==> src/rtl/axil_master_bridge_if.sv <==
// axil_master_bridge_if: native PicoRV32 memory bus plus AXI4-lite master channels
interface axil_master_bridge_if;
  logic        mem_valid;
  logic        mem_instr;
  logic [31:0] mem_addr;
  logic [31:0] mem_wdata;
  logic [3:0]  mem_wstrb;
  logic        mem_ready;
  logic [31:0] mem_rdata;
  logic        mem_err;
  logic        mem_axi_awvalid;
  logic        mem_axi_awready;
  logic [31:0] mem_axi_awaddr;
  logic [2:0]  mem_axi_awprot;
  logic        mem_axi_wvalid;
  logic        mem_axi_wready;
  logic [31:0] mem_axi_wdata;
  logic [3:0]  mem_axi_wstrb;
  logic        mem_axi_bvalid;
  logic        mem_axi_bready;
  logic        mem_axi_arvalid;
  logic        mem_axi_arready;
  logic [31:0] mem_axi_araddr;
  logic [2:0]  mem_axi_arprot;
  logic        mem_axi_rvalid;
  logic        mem_axi_rready;
  logic [31:0] mem_axi_rdata;
  modport master (
    input  mem_valid, mem_instr, mem_addr, mem_wdata, mem_wstrb,
    output mem_ready, mem_rdata, mem_err,
    output mem_axi_awvalid, mem_axi_awaddr, mem_axi_awprot,
    input  mem_axi_awready,
    output mem_axi_wvalid, mem_axi_wdata, mem_axi_wstrb,
    input  mem_axi_wready,
    input  mem_axi_bvalid,
    output mem_axi_bready,
    output mem_axi_arvalid, mem_axi_araddr, mem_axi_arprot,
    input  mem_axi_arready,
    input  mem_axi_rvalid, mem_axi_rdata,
    output mem_axi_rready
  );
  modport slave (
    output mem_valid, mem_instr, mem_addr, mem_wdata, mem_wstrb,
    input  mem_ready, mem_rdata, mem_err,
    input  mem_axi_awvalid, mem_axi_awaddr, mem_axi_awprot,
    output mem_axi_awready,
    input  mem_axi_wvalid, mem_axi_wdata, mem_axi_wstrb,
    output mem_axi_wready,
    output mem_axi_bvalid,
    input  mem_axi_bready,
    input  mem_axi_arvalid, mem_axi_araddr, mem_axi_arprot,
    output mem_axi_arready,
    output mem_axi_rvalid, mem_axi_rdata,
    input  mem_axi_rready
  );
endinterface

==> src/rtl/axil_master_bridge.sv <==
// axil_master_bridge: PicoRV32 native memory bus to single-outstanding AXI4-lite master with response timeout
module axil_master_bridge #(
  parameter int unsigned TIMEOUT_CYCLES = 1024,
  parameter logic [31:0] ERR_RDATA      = 32'hDEAD_BEEF
) (
  input logic                  clk,
  input logic                  resetn,
  axil_master_bridge_if.master bus
);
  typedef enum logic [2:0] {IDLE, RD_ADDR, RD_DATA, WR_REQ, WR_RESP, DONE} state_t;
  typedef struct packed {
    state_t      state;
    logic [31:0] cnt;
    logic        ready;
    logic        err;
    logic [31:0] rdata;
    logic        awvalid;
    logic [31:0] awaddr;
    logic [2:0]  awprot;
    logic        wvalid;
    logic [31:0] wdata;
    logic [3:0]  wstrb;
    logic        bready;
    logic        arvalid;
    logic [31:0] araddr;
    logic [2:0]  arprot;
    logic        rready;
  } regs_t;
  regs_t r_q, w_d;
  logic  w_rd, w_busy, w_tmo;
  assign w_rd   = r_q.state inside {RD_ADDR, RD_DATA};
  assign w_busy = w_rd || r_q.state inside {WR_REQ, WR_RESP};
  assign w_tmo  = TIMEOUT_CYCLES != 0 && w_busy && r_q.cnt == TIMEOUT_CYCLES - 1;
  always_ff @(posedge clk) begin
    if (!resetn) begin
      r_q        <= '0;
      r_q.bready <= 1'b1;
      r_q.rready <= 1'b1;
    end else begin
      r_q <= w_d;
    end
  end
  always_comb begin
    w_d       = r_q;
    w_d.ready = 1'b0;
    w_d.err   = 1'b0;
    w_d.cnt   = w_busy ? r_q.cnt + 32'd1 : 32'd0;
    case (r_q.state)
      IDLE: begin
        w_d.rready = 1'b1;
        w_d.bready = 1'b1;
        if (bus.mem_valid && bus.mem_wstrb == 4'd0) begin
          w_d.state   = RD_ADDR;
          w_d.araddr  = bus.mem_addr;
          w_d.arprot  = bus.mem_instr ? 3'b100 : 3'b000;
          w_d.arvalid = 1'b1;
          w_d.rready  = 1'b0;
        end else if (bus.mem_valid) begin
          w_d.state   = WR_REQ;
          w_d.awaddr  = bus.mem_addr;
          w_d.awprot  = 3'b000;
          w_d.wdata   = bus.mem_wdata;
          w_d.wstrb   = bus.mem_wstrb;
          w_d.awvalid = 1'b1;
          w_d.wvalid  = 1'b1;
          w_d.bready  = 1'b0;
        end
      end
      RD_ADDR: begin
        if (bus.mem_axi_arready) begin
          w_d.state   = RD_DATA;
          w_d.arvalid = 1'b0;
          w_d.rready  = 1'b1;
        end
      end
      RD_DATA: begin
        if (bus.mem_axi_rvalid) begin
          w_d.state  = DONE;
          w_d.rready = 1'b0;
          w_d.rdata  = bus.mem_axi_rdata;
          w_d.ready  = 1'b1;
        end
      end
      WR_REQ: begin
        w_d.awvalid = r_q.awvalid && !bus.mem_axi_awready;
        w_d.wvalid  = r_q.wvalid && !bus.mem_axi_wready;
        if (!w_d.awvalid && !w_d.wvalid) begin
          w_d.state  = WR_RESP;
          w_d.bready = 1'b1;
        end
      end
      WR_RESP: begin
        if (bus.mem_axi_bvalid) begin
          w_d.state  = DONE;
          w_d.bready = 1'b0;
          w_d.ready  = 1'b1;
        end
      end
      default: begin
        w_d.state  = IDLE;
        w_d.rready = 1'b1;
        w_d.bready = 1'b1;
      end
    endcase
    if (w_tmo && w_d.state != DONE) begin
      w_d.state   = DONE;
      w_d.arvalid = 1'b0;
      w_d.awvalid = 1'b0;
      w_d.wvalid  = 1'b0;
      w_d.rready  = 1'b0;
      w_d.bready  = 1'b0;
      w_d.ready   = 1'b1;
      w_d.err     = 1'b1;
      w_d.rdata   = w_rd ? ERR_RDATA : r_q.rdata;
    end
  end
  assign bus.mem_ready       = r_q.ready;
  assign bus.mem_err         = r_q.err;
  assign bus.mem_rdata       = r_q.rdata;
  assign bus.mem_axi_awvalid = r_q.awvalid;
  assign bus.mem_axi_awaddr  = r_q.awaddr;
  assign bus.mem_axi_awprot  = r_q.awprot;
  assign bus.mem_axi_wvalid  = r_q.wvalid;
  assign bus.mem_axi_wdata   = r_q.wdata;
  assign bus.mem_axi_wstrb   = r_q.wstrb;
  assign bus.mem_axi_bready  = r_q.bready;
  assign bus.mem_axi_arvalid = r_q.arvalid;
  assign bus.mem_axi_araddr  = r_q.araddr;
  assign bus.mem_axi_arprot  = r_q.arprot;
  assign bus.mem_axi_rready  = r_q.rready;
endmodule

==> src/flat_wrapper.sv <==
// flat-port wrapper written by rule: the top's interface ports become plain ports
module axil_master_bridge_flat 
#(
  parameter int unsigned TIMEOUT_CYCLES = 1024,
  parameter logic [31:0] ERR_RDATA      = 32'hDEAD_BEEF
)
  (clk, resetn, bus_mem_valid, bus_mem_instr, bus_mem_addr, bus_mem_wdata, bus_mem_wstrb, bus_mem_ready, bus_mem_rdata, bus_mem_err, bus_mem_axi_awvalid, bus_mem_axi_awaddr, bus_mem_axi_awprot, bus_mem_axi_awready, bus_mem_axi_wvalid, bus_mem_axi_wdata, bus_mem_axi_wstrb, bus_mem_axi_wready, bus_mem_axi_bvalid, bus_mem_axi_bready, bus_mem_axi_arvalid, bus_mem_axi_araddr, bus_mem_axi_arprot, bus_mem_axi_arready, bus_mem_axi_rvalid, bus_mem_axi_rdata, bus_mem_axi_rready);
  axil_master_bridge_if bus_i ();
  input logic clk;
  input logic resetn;
  input wire logic [$bits(bus_i.mem_valid)-1:0] bus_mem_valid;
  input wire logic [$bits(bus_i.mem_instr)-1:0] bus_mem_instr;
  input wire logic [$bits(bus_i.mem_addr)-1:0] bus_mem_addr;
  input wire logic [$bits(bus_i.mem_wdata)-1:0] bus_mem_wdata;
  input wire logic [$bits(bus_i.mem_wstrb)-1:0] bus_mem_wstrb;
  output wire logic [$bits(bus_i.mem_ready)-1:0] bus_mem_ready;
  output wire logic [$bits(bus_i.mem_rdata)-1:0] bus_mem_rdata;
  output wire logic [$bits(bus_i.mem_err)-1:0] bus_mem_err;
  output wire logic [$bits(bus_i.mem_axi_awvalid)-1:0] bus_mem_axi_awvalid;
  output wire logic [$bits(bus_i.mem_axi_awaddr)-1:0] bus_mem_axi_awaddr;
  output wire logic [$bits(bus_i.mem_axi_awprot)-1:0] bus_mem_axi_awprot;
  input wire logic [$bits(bus_i.mem_axi_awready)-1:0] bus_mem_axi_awready;
  output wire logic [$bits(bus_i.mem_axi_wvalid)-1:0] bus_mem_axi_wvalid;
  output wire logic [$bits(bus_i.mem_axi_wdata)-1:0] bus_mem_axi_wdata;
  output wire logic [$bits(bus_i.mem_axi_wstrb)-1:0] bus_mem_axi_wstrb;
  input wire logic [$bits(bus_i.mem_axi_wready)-1:0] bus_mem_axi_wready;
  input wire logic [$bits(bus_i.mem_axi_bvalid)-1:0] bus_mem_axi_bvalid;
  output wire logic [$bits(bus_i.mem_axi_bready)-1:0] bus_mem_axi_bready;
  output wire logic [$bits(bus_i.mem_axi_arvalid)-1:0] bus_mem_axi_arvalid;
  output wire logic [$bits(bus_i.mem_axi_araddr)-1:0] bus_mem_axi_araddr;
  output wire logic [$bits(bus_i.mem_axi_arprot)-1:0] bus_mem_axi_arprot;
  input wire logic [$bits(bus_i.mem_axi_arready)-1:0] bus_mem_axi_arready;
  input wire logic [$bits(bus_i.mem_axi_rvalid)-1:0] bus_mem_axi_rvalid;
  input wire logic [$bits(bus_i.mem_axi_rdata)-1:0] bus_mem_axi_rdata;
  output wire logic [$bits(bus_i.mem_axi_rready)-1:0] bus_mem_axi_rready;
  assign bus_i.mem_valid = bus_mem_valid;
  assign bus_i.mem_instr = bus_mem_instr;
  assign bus_i.mem_addr = bus_mem_addr;
  assign bus_i.mem_wdata = bus_mem_wdata;
  assign bus_i.mem_wstrb = bus_mem_wstrb;
  assign bus_mem_ready = bus_i.mem_ready;
  assign bus_mem_rdata = bus_i.mem_rdata;
  assign bus_mem_err = bus_i.mem_err;
  assign bus_mem_axi_awvalid = bus_i.mem_axi_awvalid;
  assign bus_mem_axi_awaddr = bus_i.mem_axi_awaddr;
  assign bus_mem_axi_awprot = bus_i.mem_axi_awprot;
  assign bus_i.mem_axi_awready = bus_mem_axi_awready;
  assign bus_mem_axi_wvalid = bus_i.mem_axi_wvalid;
  assign bus_mem_axi_wdata = bus_i.mem_axi_wdata;
  assign bus_mem_axi_wstrb = bus_i.mem_axi_wstrb;
  assign bus_i.mem_axi_wready = bus_mem_axi_wready;
  assign bus_i.mem_axi_bvalid = bus_mem_axi_bvalid;
  assign bus_mem_axi_bready = bus_i.mem_axi_bready;
  assign bus_mem_axi_arvalid = bus_i.mem_axi_arvalid;
  assign bus_mem_axi_araddr = bus_i.mem_axi_araddr;
  assign bus_mem_axi_arprot = bus_i.mem_axi_arprot;
  assign bus_i.mem_axi_arready = bus_mem_axi_arready;
  assign bus_i.mem_axi_rvalid = bus_mem_axi_rvalid;
  assign bus_i.mem_axi_rdata = bus_mem_axi_rdata;
  assign bus_mem_axi_rready = bus_i.mem_axi_rready;
  axil_master_bridge #(.TIMEOUT_CYCLES(TIMEOUT_CYCLES), .ERR_RDATA(ERR_RDATA)) u_core (.clk(clk), .resetn(resetn), .bus(bus_i));
endmodule
==> config.mk <==
export PLATFORM = sky130hd
export DESIGN_NAME = axil_master_bridge_flat
export DESIGN_NICKNAME = d
export VERILOG_FILES = /design/src/rtl/axil_master_bridge_if.sv /design/src/rtl/axil_master_bridge.sv /design/src/flat_wrapper.sv
export SDC_FILE = /design/constraint.sdc
export NUM_CORES = 1
export LEC_CHECK = 0
export ABC_AREA = 1
export CAP_MARGIN = 10
export CELL_PAD_IN_SITES_DETAIL_PLACEMENT = 1
export CELL_PAD_IN_SITES_GLOBAL_PLACEMENT = 1
export CORE_MARGIN = 5
export CORE_UTILIZATION = 34
export CTS_CLUSTER_DIAMETER = 50
export DETAILED_ROUTE_END_ITERATION = 10
export GPL_TIMING_DRIVEN = 0
export PLACE_DENSITY = 0.82
export SLEW_MARGIN = 25
export SYNTH_ARGS = -nofsm -noshare
export SYNTH_HDL_FRONTEND = slang
export SYNTH_SLANG_ARGS = --single-unit
==> constraint.sdc <==
create_clock -name clk -period 2.06 [get_ports clk]
set_input_delay 0.206 -clock clk [delete_from_list [all_inputs] [get_ports clk]]
set_output_delay 0.206 -clock clk [all_outputs]
set_load 0.005 [all_outputs]
## Word level (Yosys, flattened, before mapping)

Cells that the tools add are included.

| storage, ports and cells | value |
|---|---|
| flip-flop bits (word level) | 177 |
| output and inout port bits | 145 |

| operators by class | value |
|---|---|
| $add $sub $neg | 1 |
| equal/unequal tests | 17 |
| mux-type cells | 31 |
| bitwise logic cells | 2 |
| reductions and logical operators | 30 |

Operator list:

| cell | count |
|---|---|
| $mux 74 | 2 |
| $mux 32 | 3 |
| $mux 37 | 1 |
| $mux 35 | 1 |
| $add 32x1->32 const B | 1 |
| $eq 32x10->1 const B | 1 |
| $mux 3 | 8 |
| $reduce_and 3->1 | 6 |
| $ne 3x3->1 const B | 5 |
| $pmux 3 s5 | 1 |
| $reduce_bool 2->1 | 6 |
| $mux 1 | 8 |
| $ne 2x1->1 const B | 4 |
| $pmux 1 s2 | 4 |
| $pmux 1 s4 | 2 |
| $eq 3x2->1 const B | 2 |
| $logic_and 1x1->1 | 6 |
| $ne 2x2->1 const B | 3 |
| $reduce_or 2->1 | 3 |
| $logic_not 1->1 | 4 |
| $logic_not 4->1 | 1 |
| $reduce_and 2->1 | 2 |
| $eq 3x1->1 const B | 1 |
| $eq 3x3->1 const B | 1 |
| 4 further kinds | 5 |

## Depth between registers and ports, before layout

| depth | value |
|---|---|
| word-level depth | 10 |
| depth in mapped cells | 11 |
| gate-level depth less buffers | 11 |

## Least setup slack after synthesis

No wires, ideal clock.

| timing path | value |
|---|---|
| path type | register -> register |
| from | reg u_core.r_q[145] in the netlist's numbering |
| to | reg u_core.r_q, in the netlist u_core.bus.mem_rdata[14] |
| data arrival time | 1.408 ns |
| setup slack | 0.511 ns |
| stages on the path, launching flop included | 10 |
| period minus slack after synthesis | 1.549 ns |
| cell sequence | dfxtp_1 ha_1 nand2_1 nor2_4 nand2_4 nor2_4 nand4_4 buf_8 nand3_2 a21oi_2 |

| between the ends | value |
|---|---|
| word-level cells in the longest chain between the ends | 5 |

Ends and longest elaborated chain:

| what | RTL line | RTL |
|---|---|---|
| start: declaration | axil_master_bridge.sv:29 | `regs_t r_q, w_d;` |
| start signal: assignment | axil_master_bridge.sv:40 | `r_q <= w_d;` |
| $eq 32x10->1 * | axil_master_bridge.sv:33 | `assign w_tmo = TIMEOUT_CYCLES != 0 && w_busy && r_q.cnt == TIMEOUT_CYCLES - 1;` |
| $logic_and 1x1->1 * | axil_master_bridge.sv:33 |  |
| $logic_and 1x1->1 * | axil_master_bridge.sv:105 | `if (w_tmo && w_d.state != DONE) begin` |
| $ne 2x1->1 (no source line) or $reduce_bool 2->1 (tied branches) | n/a |  |
| $reduce_and 3->1 (no source line) | n/a |  |

Mark *: on every way between the ends. The rest lies on a longest branch, timed or not.
A chain may end at the register's enable or synchronous reset.

## Final worst setup path

| timing path | value |
|---|---|
| from | reg u_core.r_q[145] in the netlist's numbering |
| to | reg u_core.r_q[175] in the netlist's numbering |

| between the ends | value |
|---|---|
| word-level cells in the longest chain between the ends | 1 |

Ends and longest elaborated chain:

| what | RTL line | RTL |
|---|---|---|
| $add 32x1->32 | axil_master_bridge.sv:47 | `w_d.cnt = w_busy ? r_q.cnt + 32'd1 : 32'd0;` |

Every way passes these cells.

==> impl_metrics.py <==
metrics = {
    "routing": {
        "via_per_inst": 4.51,
        "first_iter_violations": 276,
        "vias": 7758,
        "ant_nets": 0,
        "wl_per_cell_um": 15.6,
        "dr.pass1.iters": 4,
        "drc": 0,
        "wirelength_mm": 26.8,
    },
    "floorplanning": {
        "die_h_um": 167,
        "coreArea_sq_um": 24300,
        "core.rowCount": 57,
        "initial_core_util_pct": 34.4,
        "pin_count": 254,
        "die_w_um": 167,
        "dieArea_sq_um": 27900,
    },
    "placed_design": {
        "gp_congestion": 0.835,
        "post-dp-hpwl_mm": 21.0,
        "port_buffers": 247,
        "place_area_sq_um": 11300,
    },
    "sta": {
        "slew_violations": 0,
        "post-route-min-period_ns": 1.82,
        "slew_headroom_pct": 50.5,
        "hold_viol": 0,
        "max_freq_ghz": 0.549,
        "rsz0062_at_grt": "false",
        "min_period_over_period_pct": 88.4,
        "worstMarginPinSlew_ns": 0.743,
        "setup_viol": 0,
        "skew_ns": 0.00993,
    },
    "clock_tree": {
        "cts_tree": "done",
        "clk_latency_ns": 0.43,
        "h-tree-depth": 4,
        "cts_made_buffers": 17,
        "cts_max_path_buffers": 2,
        "holdBufCountCts": 0,
        "root_buffer": "clkbuf_16",
        "clk_pin_slew_ns": 0.08,
        "cts_sinks": 175,
    },
    "logic_synthesis": {
        "syn_area_sq_um": 8370,
        "yosysTopAreaCell": "dfxtp_1",
        "yosys_register_bits": 175,
        "avgSynthCellArea_sq_um": 7.54,
        "ys_warn_count": 0,
        "synth_area_leaders": "dfxtp_1 42%, buf_4 13%, nor2_1 11%, o21ai_0 6.2%, nand2_1 4.2%",
        "syn_inst": 1110,
        "synth_cell_types": 45,
        "ys_seq_area_share_pct": 41.8,
        "synth.top_cell.area_share_pct": 41.8,
    },
    "setup_path": {
        "slowest_stage": "dfxtp_1",
        "reg2reg_depth": 10,
        "crit_path_max_fanout": 5,
        "cp-endpoint": "u_core.r_q[175]",
        "crit_family": "simple AND/OR/NAND/NOR gates",
        "crit_path_start_kind": "flop",
        "r2r_end": "u_core.r_q[175]",
        "arrival_ns": 2.14,
        "path_cells": "ha_2 -> nand2_1 -> nor2_4 -> nand2_4 -> nor2_4 -> nand2_1 -> nor2_2 -> nand2_2 -> o21ai_0 -> a21oi_1",
        "criticalPathCategory": "reg2reg",
        "rrSetupSlack_ns": 0.24,
        "cp_slowest_stage_delay_ns": 0.36,
        "r2r_start": "u_core.r_q[145]",
        "cp_num_cells": 10,
        "crit_start": "u_core.r_q[145]",
        "setup.worst_path.end_class": "flop",
        "crit_buf_inv": 0,
        "required_ns": 2.38,
    },
    "cells_and_area": {
        "synthToLayoutAreaGrowth_pct": 42.1,
        "drive_above_1_share_pct": 20.5,
        "final_cell_area_sq_um": 11900,
        "most-common-layout-cells": "251 x nor2_1, 247 x clkdlybuf4s50_1, 175 x dfxtp_1",
        "post-route-util_pct": 48.9,
        "mostFrequentLayoutCell": "nor2_1",
        "finalNetCount": 1490,
    },
    "power": {
        "pwr_density_cell_nw_per_um2": 824,
        "p_leak_nw": 5.08,
        "max-vdd-ir-drop_mv": 0.562,
    },
    "global_route": {
        "antenna_found_initial": 2,
        "gr-total-overflow": 0,
        "grt_pass1_vias": 8021,
        "grt_max_degree": 20,
        "grt_util_all_layers_pct": 18.8,
        "grt_first_pass_wirelength_mm": 42.6,
    },
    "worst_hold_path": {
        "holdPathStages": 3,
        "hp-class": "in2reg",
    },
    "run": {
        "drv_cap": 0,
    },
    "run_status": {
        "status": "finished, final reports clean",
    },
}
worst min-delay path, delay by kind of cell:
kind	cells	cell delay [ns]
AOI/OAI and AO/OA	1	0.06
buffers and inverters	2	0.40
power by group:
part	total (W)	leakage, nW	internal (W)	switching [W]
sequential	0.00390	1.43	0.00372	0.000181
clock	0.00337	0.302	0.00176	0.00161
combinational	0.00254	3.35	0.00142	0.00111
per-layer routing:
metal  track usage, %  wire length, um  vias to the layer above
met4             5.76              429                        0
li1                 -                -                     3908
met1             22.3            11300                     3641
met5                0                0                        -
met2             33.4            13600                      184
met3             4.43             1480                       25
flip-flops by register name, indices dropped and copies added, names as in the netlist:
register,flops
u_core.bus.mem_err,1
u_core.bus.mem_axi_awvalid,1
u_core.bus.mem_axi_arvalid,1
u_core.bus.mem_axi_wvalid,1
u_core.bus.mem_axi_rready,1
u_core.bus.mem_axi_bready,1
u_core.bus.mem_axi_awaddr,32
u_core.bus.mem_rdata,32
u_core.bus.mem_ready,1
u_core.bus.mem_axi_araddr,32
u_core.bus.mem_axi_wstrb,4
u_core.bus.mem_axi_arprot,1
u_core.r_q,35
u_core.bus.mem_axi_wdata,32
synthesized netlist by cell type, drive strengths merged:
master and instances:
xor2 5, nand2 101, nor3b 5, o31ai 1, a31oi 1, inv 95
nor3 13, a211oi 1, ha 1, nand3 77, o311ai 1, and3 1
a21oi 32, clkinv 1, conb 1, xnor2 3, buf 164, nor2 262
o21ai 104, nand3b 1, o22ai 1, o2111a 1, nor4 3, dfxtp 175
clkbuf 21, or2 28, nand4 11
per-stage QoR:
| step | setup TNS [ns] | hold slack [ns] | setup slack, ns | std cells | power, W |
|---|---|---|---|---|---|
| global route | 0 | 0.310 | 0.00931 | 1719 | 0.0103 |
| floorplan | 0 | 0.353 | 0.511 | 1114 | 0.00531 |
| detailed placement | -0.0230 | 0.444 | -0.0230 | 1685 | 0.00654 |
| CTS | 0 | 0.272 | 0.142 | 1717 | 0.00993 |
| global placement | 0 | 0.427 | 0.00878 | 1685 | 0.00646 |
| finish | 0 | 0.289 | 0.239 | 1720 | 0.00981 |
worst min path at each step:
stage | startpoint | endpoint | slack, ns
after global routing | resetn | u_core.bus.mem_axi_wstrb[3] | 0.31
after floorplan | bus_mem_wstrb[0] | u_core.bus.mem_axi_wstrb[0] | 0.35
after CTS | resetn | u_core.bus.mem_axi_wstrb[1] | 0.27
after detailed placement | u_core.r_q[145] | u_core.r_q[145] | 0.44
final | resetn | u_core.bus.mem_axi_wstrb[1] | 0.29
after global placement | u_core.r_q[145] | u_core.r_q[145] | 0.43
layout make-up:
class | instances | area (sq um)
sequential | 175 | 3500
fill | 2966 | 12400
clock inverter | 15 | 193
inverter | 96 | 363
antenna | 3 | 7.51
tap | 324 | 405
multi-input combinational | 658 | 3240
buffer | 185 | 1290
clock buffer | 17 | 425
timing repair buffer | 247 | 2470
kinds of logic (layout without fill, tap and decap cells):
| family | Yosys count | count (layout) | synth area share, % |
|---|---|---|---|
| adders and majority gates | 1 | 1 | 0.149 |
| and+or+nand+nor | 502 | 502 | 28.4 |
| AOI/OAI and AO/OA | 142 | 142 | 9.05 |
| other | 1 | 8 | 0.0448 |
| buffers and inverters | 281 | 560 | 19.7 |
| DFF | 175 | 175 | 41.8 |
| xor gates and xnor gates | 8 | 8 | 0.837 |
repair_timing:
action / in CTS / in global routing
setup buffers: 0 / 0
endpoints found under the setup margin: 0 / 6
resized for setup: 0 / 2
No activity file was read; power rests on OpenSTA's default activity.
